--- src/rtl/poly_horner_sequencer.sv ---
// rtl/poly_horner_sequencer.sv - Horner-rule float32 polynomial sequencer driving shared mul/add units
// Control half only: operands go out to external valid-only units, results come back bit-exact.
module poly_horner_sequencer #(
  parameter int G_POLY_ORDER = 5,
  parameter int G_TIMEOUT    = 64,
  parameter int G_AWIDTH     = 4
) (
  input  logic                i_clk,
  input  logic                i_reset,
  input  logic                i_enable,
  input  logic                i_coef_wr_en,
  input  logic [G_AWIDTH-1:0] i_coef_wr_addr,
  input  logic [31:0]         i_coef_wr_data,
  input  logic [31:0]         i_din,
  input  logic                i_din_valid,
  output logic                o_din_ready,
  output logic [31:0]         o_dout,
  output logic                o_dout_valid,
  input  logic                i_dout_ready,
  output logic [31:0]         o_mul_din1,
  output logic [31:0]         o_mul_din2,
  output logic                o_mul_din_valid,
  input  logic [31:0]         i_mul_dout,
  input  logic                i_mul_dout_valid,
  output logic [31:0]         o_add_din1,
  output logic [31:0]         o_add_din2,
  output logic                o_add_din_valid,
  input  logic [31:0]         i_add_dout,
  input  logic                i_add_dout_valid,
  output logic                o_busy,
  output logic                o_timeout_err
);

  localparam int C_TW    = $clog2(G_TIMEOUT + 1);
  localparam int C_DEPTH = 1 << G_AWIDTH;
  localparam logic [C_TW-1:0]     C_TMO_LAST = C_TW'(G_TIMEOUT - 1);
  localparam logic [G_AWIDTH-1:0] C_N        = G_AWIDTH'(G_POLY_ORDER);

  localparam logic [2:0] SM_INIT        = 3'd0;
  localparam logic [2:0] SM_GET_INPUT   = 3'd1;
  localparam logic [2:0] SM_MUL_ISSUE   = 3'd2;
  localparam logic [2:0] SM_MUL_WAIT    = 3'd3;
  localparam logic [2:0] SM_ADD_ISSUE   = 3'd4;
  localparam logic [2:0] SM_ADD_WAIT    = 3'd5;
  localparam logic [2:0] SM_SEND_OUTPUT = 3'd6;

  logic [2:0]          r_state;
  logic [2:0]          w_next;
  logic [31:0]         r_coef [C_DEPTH];
  logic [31:0]         r_x;
  logic [31:0]         r_acc;
  logic [31:0]         r_dout;
  logic [31:0]         r_mul_din1;
  logic [31:0]         r_mul_din2;
  logic [31:0]         r_add_din1;
  logic [31:0]         r_add_din2;
  logic [G_AWIDTH-1:0] r_k;
  logic [C_TW-1:0]     r_tmo;
  logic                r_din_ready;
  logic                r_dout_valid;
  logic                r_mul_din_valid;
  logic                r_add_din_valid;
  logic                r_busy;
  logic                r_timeout_err;
  logic                w_coef_we;
  logic                w_tmo_hit;
  logic                w_tmo_fire;
  logic [31:0]         w_cn;

  assign w_coef_we = i_coef_wr_en && (r_state == SM_GET_INPUT) && (i_coef_wr_addr <= C_N);
  // cN is consumed on the handshake cycle, so a same-cycle write must bypass the bank
  assign w_cn      = (w_coef_we && (i_coef_wr_addr == C_N)) ? i_coef_wr_data : r_coef[C_N];
  assign w_tmo_hit = (r_tmo == C_TMO_LAST);

  always_comb begin
    w_next     = r_state;
    w_tmo_fire = 1'b0;
    case (r_state)
      SM_INIT:      w_next = SM_GET_INPUT;
      SM_GET_INPUT: if (i_din_valid) w_next = SM_MUL_ISSUE;
      SM_MUL_ISSUE: w_next = SM_MUL_WAIT;
      SM_MUL_WAIT: begin
        if (i_mul_dout_valid) begin
          w_next = SM_ADD_ISSUE;
        end else if (w_tmo_hit) begin
          w_next     = SM_INIT;
          w_tmo_fire = 1'b1;
        end
      end
      SM_ADD_ISSUE: w_next = SM_ADD_WAIT;
      SM_ADD_WAIT: begin
        if (i_add_dout_valid) begin
          w_next = (r_k == '0) ? SM_SEND_OUTPUT : SM_MUL_ISSUE;
        end else if (w_tmo_hit) begin
          w_next     = SM_INIT;
          w_tmo_fire = 1'b1;
        end
      end
      SM_SEND_OUTPUT: if (i_dout_ready) w_next = SM_GET_INPUT;
      default:        w_next = SM_INIT;
    endcase
    if (!i_enable) begin
      w_next     = SM_INIT;
      w_tmo_fire = 1'b0;
    end
  end

  always_ff @(posedge i_clk) begin
    if (i_reset) begin
      for (int i = 0; i < C_DEPTH; i++) r_coef[i] <= '0;
    end else if (w_coef_we) begin
      r_coef[i_coef_wr_addr] <= i_coef_wr_data;
    end
  end

  // Status and issue strobes are decoded from the next state so every output is a flop
  always_ff @(posedge i_clk) begin
    if (i_reset) begin
      r_state         <= SM_INIT;
      r_busy          <= 1'b1;
      r_din_ready     <= 1'b0;
      r_dout_valid    <= 1'b0;
      r_mul_din_valid <= 1'b0;
      r_add_din_valid <= 1'b0;
      r_timeout_err   <= 1'b0;
      r_tmo           <= '0;
      r_k             <= '0;
      r_x             <= '0;
      r_acc           <= '0;
      r_dout          <= '0;
      r_mul_din1      <= '0;
      r_mul_din2      <= '0;
      r_add_din1      <= '0;
      r_add_din2      <= '0;
    end else begin
      r_state         <= w_next;
      r_busy          <= (w_next != SM_GET_INPUT);
      r_din_ready     <= (w_next == SM_GET_INPUT);
      r_dout_valid    <= (w_next == SM_SEND_OUTPUT);
      r_mul_din_valid <= (w_next == SM_MUL_ISSUE);
      r_add_din_valid <= (w_next == SM_ADD_ISSUE);
      if ((r_state == SM_MUL_WAIT) || (r_state == SM_ADD_WAIT)) r_tmo <= r_tmo + 1'b1;
      else                                                      r_tmo <= '0;
      if (w_tmo_fire) r_timeout_err <= 1'b1;
      case (r_state)
        SM_INIT: r_acc <= '0;
        SM_GET_INPUT: begin
          if (w_next == SM_MUL_ISSUE) begin
            r_x        <= i_din;
            r_acc      <= w_cn;
            r_k        <= C_N - 1'b1;
            r_mul_din1 <= w_cn;
            r_mul_din2 <= i_din;
          end
        end
        SM_MUL_WAIT: begin
          if (w_next == SM_ADD_ISSUE) begin
            r_acc      <= i_mul_dout;
            r_add_din1 <= i_mul_dout;
            r_add_din2 <= r_coef[r_k];
          end
        end
        SM_ADD_WAIT: begin
          if (w_next == SM_MUL_ISSUE) begin
            r_acc      <= i_add_dout;
            r_k        <= r_k - 1'b1;
            r_mul_din1 <= i_add_dout;
            r_mul_din2 <= r_x;
          end else if (w_next == SM_SEND_OUTPUT) begin
            r_acc  <= i_add_dout;
            r_dout <= i_add_dout;
          end
        end
        default: ;
      endcase
    end
  end

  assign o_din_ready     = r_din_ready;
  assign o_dout          = r_dout;
  assign o_dout_valid    = r_dout_valid;
  assign o_mul_din1      = r_mul_din1;
  assign o_mul_din2      = r_mul_din2;
  assign o_mul_din_valid = r_mul_din_valid;
  assign o_add_din1      = r_add_din1;
  assign o_add_din2      = r_add_din2;
  assign o_add_din_valid = r_add_din_valid;
  assign o_busy          = r_busy;
  assign o_timeout_err   = r_timeout_err;

endmodule
--- config.mk ---
export PLATFORM = sky130hd
export DESIGN_NAME = poly_horner_sequencer
export DESIGN_NICKNAME = d
export VERILOG_FILES = /design/src/rtl/poly_horner_sequencer.sv
export SDC_FILE = /design/constraint.sdc
export NUM_CORES = 1
export LEC_CHECK = 0
export CAP_MARGIN = 20
export CORE_MARGIN = 2
export CORE_UTILIZATION = 50
export DETAILED_ROUTE_END_ITERATION = 10
export DONT_BUFFER_PORTS = 1
export PLACE_DENSITY = 0.63
export SYNTH_ARGS = -nofsm -noshare
export SYNTH_HDL_FRONTEND = slang
export SYNTH_SLANG_ARGS = --single-unit
--- constraint.sdc ---
create_clock -name i_clk -period 5.1 [get_ports i_clk]
set_clock_uncertainty 0.2 [all_clocks]
set_input_delay 0.51 -clock i_clk [delete_from_list [all_inputs] [get_ports i_clk]]
set_output_delay 0.51 -clock i_clk [all_outputs]
set_load 0.03 [all_outputs]
==> results by group, run 1 <==
Clock network
  – Clock-pin slew on the worst setup and hold paths: 0.06 ns
  – H-tree depth: 3
  – Clock root cell: clkbuf_16
  – Postcts setup bufs: 0
  – Sink Count: 724
  – CTS Buffer Depth: 3
  – CTS tree: yes
  – CTS Buf Count: 76
  – Worst skew pair latency: 0.60 ns
  – Post-CTS resize count: 0

Global routing
  – GRT Residual Overflow: 0
  – First-pass GRT wire length: 129700 um
  – Largest net degree at the start of global routing: 526
  – Total GRT Usage: 26.90%
  – Vias in the first global route: 21180
  – Initial antenna violation count: 7

STA
  – Fmax: 0.2346 GHz
  – RSZ-0062 raised after global routing: no
  – Fin. max-slew vios: 342
  – Final setup fails: 0
  – Max transition margin: -60.42%
  – Setup Total Neg Slack: 0 ns
  – Fin crit share: 83.58%
  – Worst-Margin Slew: 2.406 ns
  – Final Critical Period: 4.263 ns
  – Hold Violations, Final: 0

Placed design
  – PortBufs: 0
  – Placer Congestion: 0.8473
  – Final HPWL DP: 50340 um

Logic synthesis
  – Primary FF master, synth: edfxtp_1
  – Post-Syn Area per Cell: 13.68 um2
  – Netlist cell types: 58
  – Most common cell in the netlist: edfxtp_1
  – Commonest cells in the netlist: 512 x edfxtp_1, 212 x dfxtp_1, 172 x clkbuf_1, 166 x a21oi_1, 164 x and2_1
  – Synth async-reset ratio: 0%
  – Cell Area, Synth: 30650 um2
  – Synth top area share: 50.17%
  – Dominant cell type by area after synthesis: edfxtp_1
  – Yosys reg bits: 724
  – Seq/Total Area, Yosys: 64.01%
  – YS warnings: 0
  – Post-synth EDFFs: 512
  – Area contributors post-synth: edfxtp_1 50%, dfxtp_1 14%, mux4_2 8.5%
  – Gate Count Post-Synth: 2241

Detailed routing
  – DRC: 0
  – Pre-antenna DRT Iters: 6
  – Initial DRC count: 2463
  – Total number of vias: 21690
  – WL final: 86700 um
  – Final antenna-violating net count: 0
  – Routed vias/inst: 6.041
  – DR WL/cell: 24.15 um

Critical path
  – CP delay by family, top: buffers and inverters
  – Crit path capture type: register
  – CP arrival: 4.61 ns
  – Critical Path RT: 5.45 ns
  – Worst r2r src: r_state[2]$_SDFF_PP0_
  – Reg2reg path depth: 8
  – Crit-path cells: buf_4, nand3b_1, nor4_1, o31a_2, buf_4, nand4_1, a21oi_1, dlygate4sd3_1
  – Slowest CP cell: nor4_1
  – Kind of critical path: reg -> reg
  – Crit path launch: r_state[2]$_SDFF_PP0_
  – Reg2reg end: o_add_din1[16]$_SDFFE_PP0P_
  – Most used cell along the critical path: buf_4
  – Highest cell delay on the worst timing path: 0.82 ns
  – Reg2Reg Setup Slack: 0.84 ns
  – Crit start category: register
  – Worst path depth: 8
  – Crit path buf inv count: 3
  – Worst-path maximum fanout: 90

Outcome
  – Outcome: finished, violations left
  – Violated checks: max-slew violations

Worst hold path
  – Hold WC Path Type: in -> reg
  – WHS Path Cells: 2
  – Min-Delay Endpoint: o_din_ready$_SDFF_PP0_
  – Hold Crit Start: i_enable

Cells and area
  – Share of cells above drive strength 1: 11.71%
  – Fillers: 4490
  – Final Util: 62.52%
  – Area Overhead vs Synth: 23.35%
  – Nets: 2887

Job
  – Max_cap viols: 0

Die
  – Core ar.: 60470 um2
  – Die area: 63290 um2
  – Die X: 251.6 um
  – Row cnt: 90
  – Num ports: 306
  – Starting Density: 50.68%
  – Die Y: 251.6 um

Pwr
  – VDD IR max: 0.2632 mV
  – Pwr dens: 330.7 nW/um2
  – Leak: 0.01390 uW
  – Tot Pwr: 12500 uW
-- how the worst max path moves through the flow --
stage / to
after floorplan: r_coef[2][0]$_SDFFCE_PN0P_
after global placement: o_add_din2[30]$_SDFFE_PP0P_
after detailed placement: o_dout_valid$_SDFF_PP0_
after CTS: o_dout[0]$_SDFFE_PP0P_
after global routing: o_add_din1[27]$_SDFFE_PP0P_
final: o_add_din1[16]$_SDFFE_PP0P_
-- cell families (layout without fill, tap and decap cells) --
kind of cell,count (synthesis),count (layout),share of synthesized area (%)
fa+ha+maj,3,3,0.1225
compound gates,551,551,11.77
other cells,1,328,0.01224
buf+inv,251,491,3.397
flops,724,724,64.01
mux,173,173,10.48
simple gates,533,533,10.06
xor+xnor,5,5,0.1429
-- cells in the final DEF (no fill, tap or decap), drive strengths merged, types with 68 or more instances in the layout --
master	n
o31ai	125
nand3	68
conb	320
a21oi	166
nand4	125
dlygate4sd3	298
dfxtp	212
edfxtp	512
and2	164
clkbuf	104
mux4	116
-- sequential cells by signal (all words and copies together) (netlist names) --
name,cells
o_add_din1,32
o_add_din2,32
o_add_din_valid,1
o_busy,1
o_din_ready,1
o_dout,32
o_dout_valid,1
o_mul_din1,32
o_mul_din2,32
o_mul_din_valid,1
o_timeout_err,1
r_coef,512
r_k,4
r_state,3
r_tmo,7
r_x,32
-- what timing repair did --
action	4_1_cts	5_1_grt
endpoints found under the hold margin	578	32
setup endpoints to repair	0	0
hold buffers	297	2
-- per-layer routing --
metal | global-route usage, % | vias up | part of all wire, %
met1 | 37.19 | 10850 | 40
met3 | 5.932 | 185 | 9.9
li1 | - | 9557 | -
met5 | 0 | - | 0.015
met4 | 11.51 | 2 | 4.1
met2 | 41.26 | 1091 | 46
-- worst register-to-register path, cell delays in order, from the launching register on --
cell and delay [ns]:
dfxtp_2 0.35, buf_4 0.45, nand3b_1 0.27, nor4_1 0.82
o31a_2 0.25, buf_4 0.77, nand4_1 0.27, a21oi_1 0.20
dlygate4sd3_1 0.63
-- per-stage QoR --
step	hold WS [ns]	std cells	setup WS [ns]	area [um2]
2_1_floorplan	0.2132	2560	0.8949	31850
3_3_place_gp	0.2250	3146	1.749	32330
3_5_place_dp	0.2446	3146	1.592	32330
4_1_cts	-0.1784	3577	1.046	37680
5_1_grt	0.04059	3583	0.6356	37790
6_report	0.03982	3590	0.8372	37800
-- final cells by class --
cell class	count	area [um2]	share of cell area [%]
Clock inverter	30	272.8	0.7215
Clock buffer	104	2107	5.574
Inverter	8	30.03	0.07943
Antenna cell	8	20.02	0.05296
Sequential cell	724	19630	51.92
Timing Repair Buffer	349	3456	9.141
Tap cell	782	978.4	2.588
Multi-Input combinational cell	1585	11310	29.92
-- report_power, final --
| group | leakage (uW) | internal, uW | switching (uW) | total [uW] |
|---|---|---|---|---|
| clock network | 0.00117 | 3140 | 2220 | 5360 |
| registers | 0.00684 | 6580 | 82.1 | 6660 |
| logic | 0.00589 | 184 | 298 | 482 |
No activity file was read; power rests on OpenSTA's default activity.
==> run 2: changes to the inputs <==
--- a/config.mk
+++ b/config.mk
@@ -10,7 +10,7 @@
 export CORE_UTILIZATION = 50
 export DETAILED_ROUTE_END_ITERATION = 10
 export DONT_BUFFER_PORTS = 1
-export PLACE_DENSITY = 0.63
+export PLACE_DENSITY = 0.66
 export SYNTH_ARGS = -nofsm -noshare
 export SYNTH_HDL_FRONTEND = slang
 export SYNTH_SLANG_ARGS = --single-unit
==> constraint.sdc (replaced) <==
create_clock -name i_clk -period 3.8 [get_ports i_clk]
set_clock_uncertainty 0.2 [all_clocks]
set_input_delay 0.38 -clock i_clk [delete_from_list [all_inputs] [get_ports i_clk]]
set_output_delay 0.38 -clock i_clk [all_outputs]
set_load 0.03 [all_outputs]
==> run 2 against run 1 <==
  * The run still ends with max-slew violations left
  * Register-to-register slack worse by 0.68 ns
  * Die area unchanged
  * First-iteration DRC count up 20%
  * Final area up 1.6%
  * Critical endpoint is now r_x[9]$_SDFFE_PP0P_
  * Cell count up 1.5%
==> results by group, run 2 (same netlist as run 1, synthesis figures left out) <==
Placed design
  – PortBufs: 0 (unchanged)
  – Final HPWL DP: 51800 um (+2.9%)
  – Placer Congestion: 0.8538 (+0.77%)

Clock network
  – Clock-pin slew on the worst setup and hold paths: 0.06 ns (about the same)
  – H-tree depth: 3 (unchanged)
  – CTS Buffer Depth: 3 (unchanged)
  – Sink Count: 724 (unchanged)
  – Post-CTS resize count: 0 (unchanged)
  – Worst skew pair latency: 0.63 ns (+0.03 ns)
  – Clock root cell: clkbuf_16
  – CTS Buf Count: 77 (+1.3%)
  – CTS tree: yes

Global routing
  – Total GRT Usage: 27.88% (+0.98 points)
  – GRT Residual Overflow: 0 (unchanged)
  – First-pass GRT wire length: 134400 um (+3.6%)
  – Largest net degree at the start of global routing: 526 (unchanged)
  – Vias in the first global route: 21790 (+2.8%)
  – Initial antenna violation count: 12 (+5)

Critical path
  – Crit path capture type: register
  – Critical Path RT: 4.15 ns (-1.30 ns)
  – Worst-path maximum fanout: 32 (-64%)
  – Crit path launch: r_state[0]$_SDFF_PP0_
  – Crit start category: register
  – CP arrival: 4.00 ns (-0.61 ns)
  – Kind of critical path: reg -> reg
  – Worst r2r src: r_state[0]$_SDFF_PP0_

Pwr
  – VDD IR max: 0.3401 mV (+29%)
  – Pwr dens: 442.0 nW/um2 (+34%)
  – Tot Pwr: 16980 uW (+36%)
  – Leak: 0.01415 uW (+1.8%)

STA
  – Final Critical Period: 3.646 ns (-0.6170 ns)
  – Fin. max-slew vios: 306 (-11%)
  – Max transition margin: -48.32% (+12 points)
  – Hold Slack: 0.05198 ns (+0.01216 ns)
  – Fin crit share: 95.94% (+12 points)
  – Worst-Margin Slew: 2.225 ns (-0.1815 ns)
  – Setup Total Neg Slack: 0 ns (unchanged)
  – Final setup fails: 0 (unchanged)
  – Hold Violations, Final: 0 (unchanged)
  – RSZ-0062 raised after global routing: no
  – Fmax: 0.2743 GHz (+17%)

Die
  – Die area: 63290 um2 (unchanged)
  – Num ports: 306 (unchanged)
  – Die Y: 251.6 um (unchanged)
  – Core ar.: 60470 um2 (unchanged)
  – Die X: 251.6 um (unchanged)
  – Starting Density: 50.68% (unchanged)
  – Row cnt: 90 (unchanged)

Outcome
  – Violated checks: max-slew violations
  – Outcome: finished, violations left

Cells and area
  – Most common cell after layout, fill and taps aside: edfxtp_1
  – Most frequent cells in the layout: 512 x edfxtp_1, 337 x dlygate4sd3_1, 320 x conb_1
  – Largest reg by FF count: r_coef
  – Fillers: 4357 (-3.0%)
  – Nets: 2935 (+1.7%)
  – Share of cells above drive strength 1: 11.95% (+0.24 points)
  – Final Util: 63.51% (+0.99 points)
  – Max reg flops: 512 (unchanged)
  – Area Overhead vs Synth: 25.30%

Detailed routing
  – Final antenna-violating net count: 0 (unchanged)
  – DRC: 0 (unchanged)
  – Pre-antenna DRT Iters: 9 (+3)
  – Total number of vias: 22220 (+2.5%)
  – Routed vias/inst: 6.100 (+0.97%)
  – WL final: 89710 um (+3.5%)
  – DR WL/cell: 24.62 um (+2.0%)
  – Initial DRC count: 2960 (+20%)

Worst hold path
  – Hold WC Path Type: in -> reg
  – Hold Crit Start: i_reset

Job
  – Max_cap viols: 0 (unchanged)
==> run 2: cell types whose count changed in the layout (fill, tap and decap cells not counted), moves of 2 or more <==
cell / change
clkinv_1: +3
clkbuf_8: +7
clkinvlp_4: -2
buf_4: +2
buf_12: +4
dlygate4sd3_1: +39
clkbuf_1: -3
clkinv_8: +3
clkbuf_2: -2
==> run 2: layout make-up <==
class	instances	area [um2]	share of cell area (%)
Clock inverter	35	301.5	0.7852
Timing Repair Buffer	396	3984	10.37
Sequential cell	724	19630	51.11
Multi-Input combinational cell	1585	11300	29.44
Tap cell	782	978.4	2.548
Inverter	8	30.03	0.07819
Clock buffer	105	2157	5.617
Antenna cell	8	20.02	0.05213
==> run 2: what timing repair did <==
action	CTS	global route
hold buffers	337	1
endpoints found under the hold margin	720	83
buffers inserted	0	0
==> run 2: per-layer routing <==
| metal | global-route usage (%) | routed length [um] | vias up |
|---|---|---|---|
| li1 | - | - | 9672 |
| met1 | 35.55 | 34110 | 11070 |
| met2 | 44.94 | 42410 | 1239 |
| met3 | 7.583 | 9263 | 233 |
| met4 | 12.18 | 3849 | 10 |
| met5 | 0 | 69 | - |
==> run 2: through the flow <==
step,area (um2),std cells,setup slack [ns]
6_report,38400,3643,0.1541
5_1_grt,38400,3642,0.04008
4_1_cts,38360,3634,0.3518
3_5_place_dp,32520,3157,0.8885
3_3_place_gp,32450,3153,0.6895
2_1_floorplan,31850,2560,0.4576
==> run 2: critical path, cell delays in order (launching register included) <==
cell and delay (ns):
dfxtp_1 0.57, nor4bb_1 0.37, o21ai_0 0.24, a222oi_1 0.29, buf_4 0.42, nand3_1 0.12, dlygate4sd3_1 0.61, a21oi_1 0.16
dlygate4sd3_1 0.59
==> run 2: worst paths after layout <==
check                           slack (ns)                         end  depth (start not counted)
worst min-delay path                  0.05  r_coef[7][6]$_SDFFCE_PN0P_                          1
worst min register to register        0.29         r_tmo[6]$_SDFF_PP0_                          2
worst max-delay path                  0.15         r_x[9]$_SDFFE_PP0P_                          8
worst max register to register        0.15         r_x[9]$_SDFFE_PP0P_                          8
==> run 2: report_power, final <==
part / internal, uW / switching (uW) / total (uW)
logic: 271 / 441 / 712
clock network: 4260 / 3060 / 7320
registers: 8830 / 116 / 8950
==> patch 1 (config.mk and constraints of run 2) <==
Change the parameter `G_TIMEOUT` from 64 to 128.
--- a/src/rtl/poly_horner_sequencer.sv
+++ b/src/rtl/poly_horner_sequencer.sv
@@ -2,7 +2,7 @@
 // Control half only: operands go out to external valid-only units, results come back bit-exact.
 module poly_horner_sequencer #(
   parameter int G_POLY_ORDER = 5,
-  parameter int G_TIMEOUT    = 64,
+  parameter int G_TIMEOUT    = 128,
   parameter int G_AWIDTH     = 4
 ) (
   input  logic                i_clk,
Behaviour: no difference found for any inputs over 4 cycles, from zero or initial values and one cycle with i_reset high; that may be too few to reach the edited logic, so the function may still have changed.
==> patch 1 against run 2 <==
The run ends with hold timing, slew limit left; maximum frequency increased by 1.9%; setup slack better by 0.068 ns; synthesized area is 2.0% lower; wire length is 15% lower; power is 0.52% lower; sequential cell count up 1; sequential power about the same; final area up 0.69%.
==> patch 1: results (changes against run 2) <==
status finished with violations; failing checks hold timing, slew limit; vias in the first global route 20350 (-6.6%); CTS buffer count 76 (-1.3%); largest net degree at the start of global routing 627 (+19%); DP HPWL 42.1 mm (-19%); Place WS 0.565 ns (-0.324 ns); Lkg Pwr 14.6 nW (+3.2%); Vias 19545 (-12%); post-CTS setup buffers 0 (unchanged); placed instance area 0.0319 mm2 (-2.0%); Ant. Diodes 12 (+4); Sw Share 20.6% (-0.67 points); GR Layer Usage met2 42.7% (-2.3 points); share of cells above drive strength 1 11.1% (-0.90 points); vias per inst 5.41 (-11%); area of the multi-input gates 0.0109 mm2 (-3.6%); Seq/Total Area, Yosys 65.4% (+1.4 points); fillers 4177 (-4.1%); final-report max-slew violation count 264 (-14%); Inverters, non-clock 5 (-3); Post-Syn Area 0.0300 mm2 (-2.0%); nets 2910 (-0.85%); Hold Fails Final Rpt 1 (+1); Placed Cells incl. Taps 3035 (-3.9%); met1 usage 29.3% (-6.2 points); Sequential Area 0.0196 mm2 (about the same); Synth cell types 59 (+1.7%); drt pass-1 iters 5 (-4); clock buf count 115 (+9.5%); buffering overhead 12.1% (+1.7 points); placer congestion estimate 0.800 (-6.3%); Skew-Pair Late Insertion Delay 0.61 ns (-0.02 ns); Avg Inst Size Synth 14.5 um2 (+5.9%); Seq Cell Count 725 (+0.14%); initial antenna violation count 11 (-1); first-pass GRT wire length 117 mm (-13%); Crit path largest cell delay 0.76 ns (+0.15 ns); met3 routed WL 4.62 mm (-50%); peak supply drop 0.352 mV (+3.5%); routing usage on met3 5.65% (-1.9 points); internal power 0.0134 W (+0.32%); delay-heaviest family, CP simple AND/OR/NAND/NOR gates; Non-clock buffers 469 (+18%); wire length per cell 21.0 um (-15%); WHS -0.0202 ns (-0.0721 ns); Hold Crit Depth 0 (-1); Critical Path AT 3.92 ns (-0.08 ns); met2 wire length 39.3 mm (-7.4%); met1 WL 29.3 mm (-14%); clock network area share 6.29% (-0.11 points); Global Route Usage Sum 24.4% (-3.5 points)
## patch 1: changes by cell type after synthesis, moves of 32 or more
cell and change:
nand2_1 +96, o31ai_1 -124, nand2b_1 +153, nand3_1 -61, o21ai_0 -34, clkbuf_1 -62, o41ai_1 -33, a21oi_1 -68
mux2i_1 +95, a311oi_1 +33, nand4_1 -122, a211o_1 +32
## patch 1: final timing paths
kind / to / slack (ns)
setup / recovery: o_mul_din1[11] / 0.22
setup reg to reg: o_mul_din1[11] / 0.22
hold reg to reg: r_tmo[0] / 0.32
hold / removal: r_coef[8][30] / -0.02
## patch 1: cell families (layout without fill, tap and decap cells)
group                      count (synthesis)  after routing  share of synthesized area [%]
AOI/OAI and AO/OA                        284            284                           6.55
xor gates and xnor gates                   6              6                          0.175
adders and majority gates                  3              3                          0.125
buffers and inverters                    177            616                           2.51
DFF                                      725            725                           65.4
muxes                                    257            257                           13.9
other                                      1            332                         0.0125
and+or+nand+nor                          620            620                           11.3
==> patch 2 (settings of run 2) <==
Without the edit above. Reset style: asynchronous (`i_reset`), changed in 2 clocked blocks.
--- a/src/rtl/poly_horner_sequencer.sv
+++ b/src/rtl/poly_horner_sequencer.sv
@@ -105,7 +105,7 @@
     end
   end
 
-  always_ff @(posedge i_clk) begin
+  always_ff @(posedge i_clk or posedge i_reset) begin
     if (i_reset) begin
       for (int i = 0; i < C_DEPTH; i++) r_coef[i] <= '0;
     end else if (w_coef_we) begin
@@ -114,7 +114,7 @@
   end
 
   // Status and issue strobes are decoded from the next state so every output is a flop
-  always_ff @(posedge i_clk) begin
+  always_ff @(posedge i_clk or posedge i_reset) begin
     if (i_reset) begin
       r_state         <= SM_INIT;
       r_busy          <= 1'b1;
Behaviour: differs if i_reset is asserted again (counterexample within 4 cycles, from zero or initial values and one cycle with i_reset high); with i_reset held inactive, the same outputs for 4 cycles.
==> patch 2 against run 2 <==
Cell count shrank 29%; non-clock buffer count shrank 216; utilization shrank 6.5 points; final area shrank 14%; sequential cell count is the same; wire length shrank 32%; synthesized area shrank 3.9%; setup slack gained 0.28 ns; critical endpoint is now o_mul_din1[12]; largest cell class unchanged.
Power is not compared: it rests on default switching activity, and its combinational part moved more than twofold at a synthesized area within 25%.
==> patch 2: results (changes against run 2) <==
status finished, final reports clean; met1 usage 29.1% (-6.4 points); Hold Crit Depth 3 (+2); highest net fanout along the worst path 33 (+3.1%); placed instance area 0.0292 mm2 (-10%); Slew @ Worst Pin 0.818 ns (-1.41 ns); Synth cell types 48 (-17%); reg2reg start r_state[1]; first-pass GRT wire length 97.2 mm (-28%); CTS buffer count 75 (-2.6%); Avg Inst Size Synth 15.1 um2 (+10%); routing usage on met3 5.10% (-2.5 points); synth cell count leaders dfrtp_1 (723), clkbuf_1 (359), mux2_1 (242); routed wire length 61.3 mm (-32%); share of cells above drive strength 1 23.0% (+11 points); vias per inst 5.53 (-9.4%); drt pass-1 iters 4 (-5); Placed Cells incl. Taps 2332 (-26%); Seq/Total Area, Yosys 61.5% (-2.5 points); Worst path slowest cell dfrtp_1; vias in the first global route 16251 (-25%); GR Layer Usage met2 32.9% (-12 points); largest net degree at the start of global routing 128 (-76%); initial drt markers 815 (-72%); Async S/R FF share, synth 100% (+100 points)
## patch 2: cell types whose count changed in the layout (fill, tap and decap cells not counted), sizes merged, moves of 164 or more
| cell | change |
|---|---|
| mux2 | +297 |
| conb | -320 |
| dfxtp | -212 |
| dfrtp | +723 |
| edfxtp | -512 |
| dlygate4sd3 | -202 |
| a21oi | -164 |
## patch 2: layout make-up
| type | count | area, um2 | area share, % |
|---|---|---|---|
| multi-input combinational | 758 | 9420 | 28.5 |
| antenna | 4 | 10.0 | 0.0303 |
| inverter | 40 | 154 | 0.466 |
| timing repair buffer | 180 | 1910 | 5.80 |
| clock buffer | 107 | 2160 | 6.53 |
| tap | 765 | 957 | 2.90 |
| sequential | 724 | 18100 | 54.9 |
| clock inverter | 25 | 282 | 0.852 |
## patch 2: routing by layer
metal  part of all wire (%)  vias to the layer above
met4                    2.5                        4
met3                    5.0                      112
li1                       -                     6304
met1                     44                     7657
met2                     48                      315
met5                  0.042                        -
## patch 2: timing repair
| item | 4_1_cts | 5_1_grt |
|---|---|---|
| hold buffers | 135 | 0 |
| gates resized for setup | 0 | 0 |
| endpoints found under the hold margin | 397 | 0 |
| endpoints found under the setup margin | 0 | 0 |
## patch 2: cell families (layout without fill, tap and decap cells)
kind of cell,count (synthesis),after routing,synth area share [%]
AO/OA/AOI/OAI,83,83,1.89
XOR/XNOR,5,5,0.149
adder cells (fa/ha/maj),3,3,0.128
buffers and inverters,467,352,6.60
flip-flops,724,724,61.5
multiplexers,547,547,27.8
other,0,4,0
AND/OR/NAND/NOR,120,120,1.92
## patch 2: critical path: cells and delay by family (launching register included)
kind	cells	cell delay [ns]
flip-flops	1	0.60
buffers and inverters	3	1.10
AO/OA/AOI/OAI	2	0.48
multiplexers	1	0.23
AND/OR/NAND/NOR	2	0.58
## patch 2: power by group
part           total (W)  internal, W  switching (W)  leakage [nW]
Sequential        0.0103      0.00870        0.00162          9.74
Clock            0.00724      0.00419        0.00305          1.21
Combinational    0.00312      0.00174        0.00138          4.84
## patch 2: worst paths after layout
kind | to | slack [ns]
min | r_coef[380] | 0.03
min reg2reg | r_coef[41] | 0.17
max reg2reg | o_mul_din1[12] | 0.43
max | o_mul_din1[12] | 0.43
max in group asynchronous | r_coef[57] | 2.04
min in group asynchronous | r_coef[427] | 0.18
## patch 2: through the flow
step | hold slack, ns | TNS (ns) | setup WS (ns) | total power, W
floorplan | 0.224 | -4845.71 | -6.70 | 0.0126
global placement | 0.160 | 0 | 0.925 | 0.0134
finish | 0.0296 | 0 | 0.433 | 0.0207
global route | 0.0154 | 0 | 0.265 | 0.0216
CTS | 0.00170 | 0 | 0.455 | 0.0209
detailed placement | 0.162 | 0 | 0.837 | 0.0135
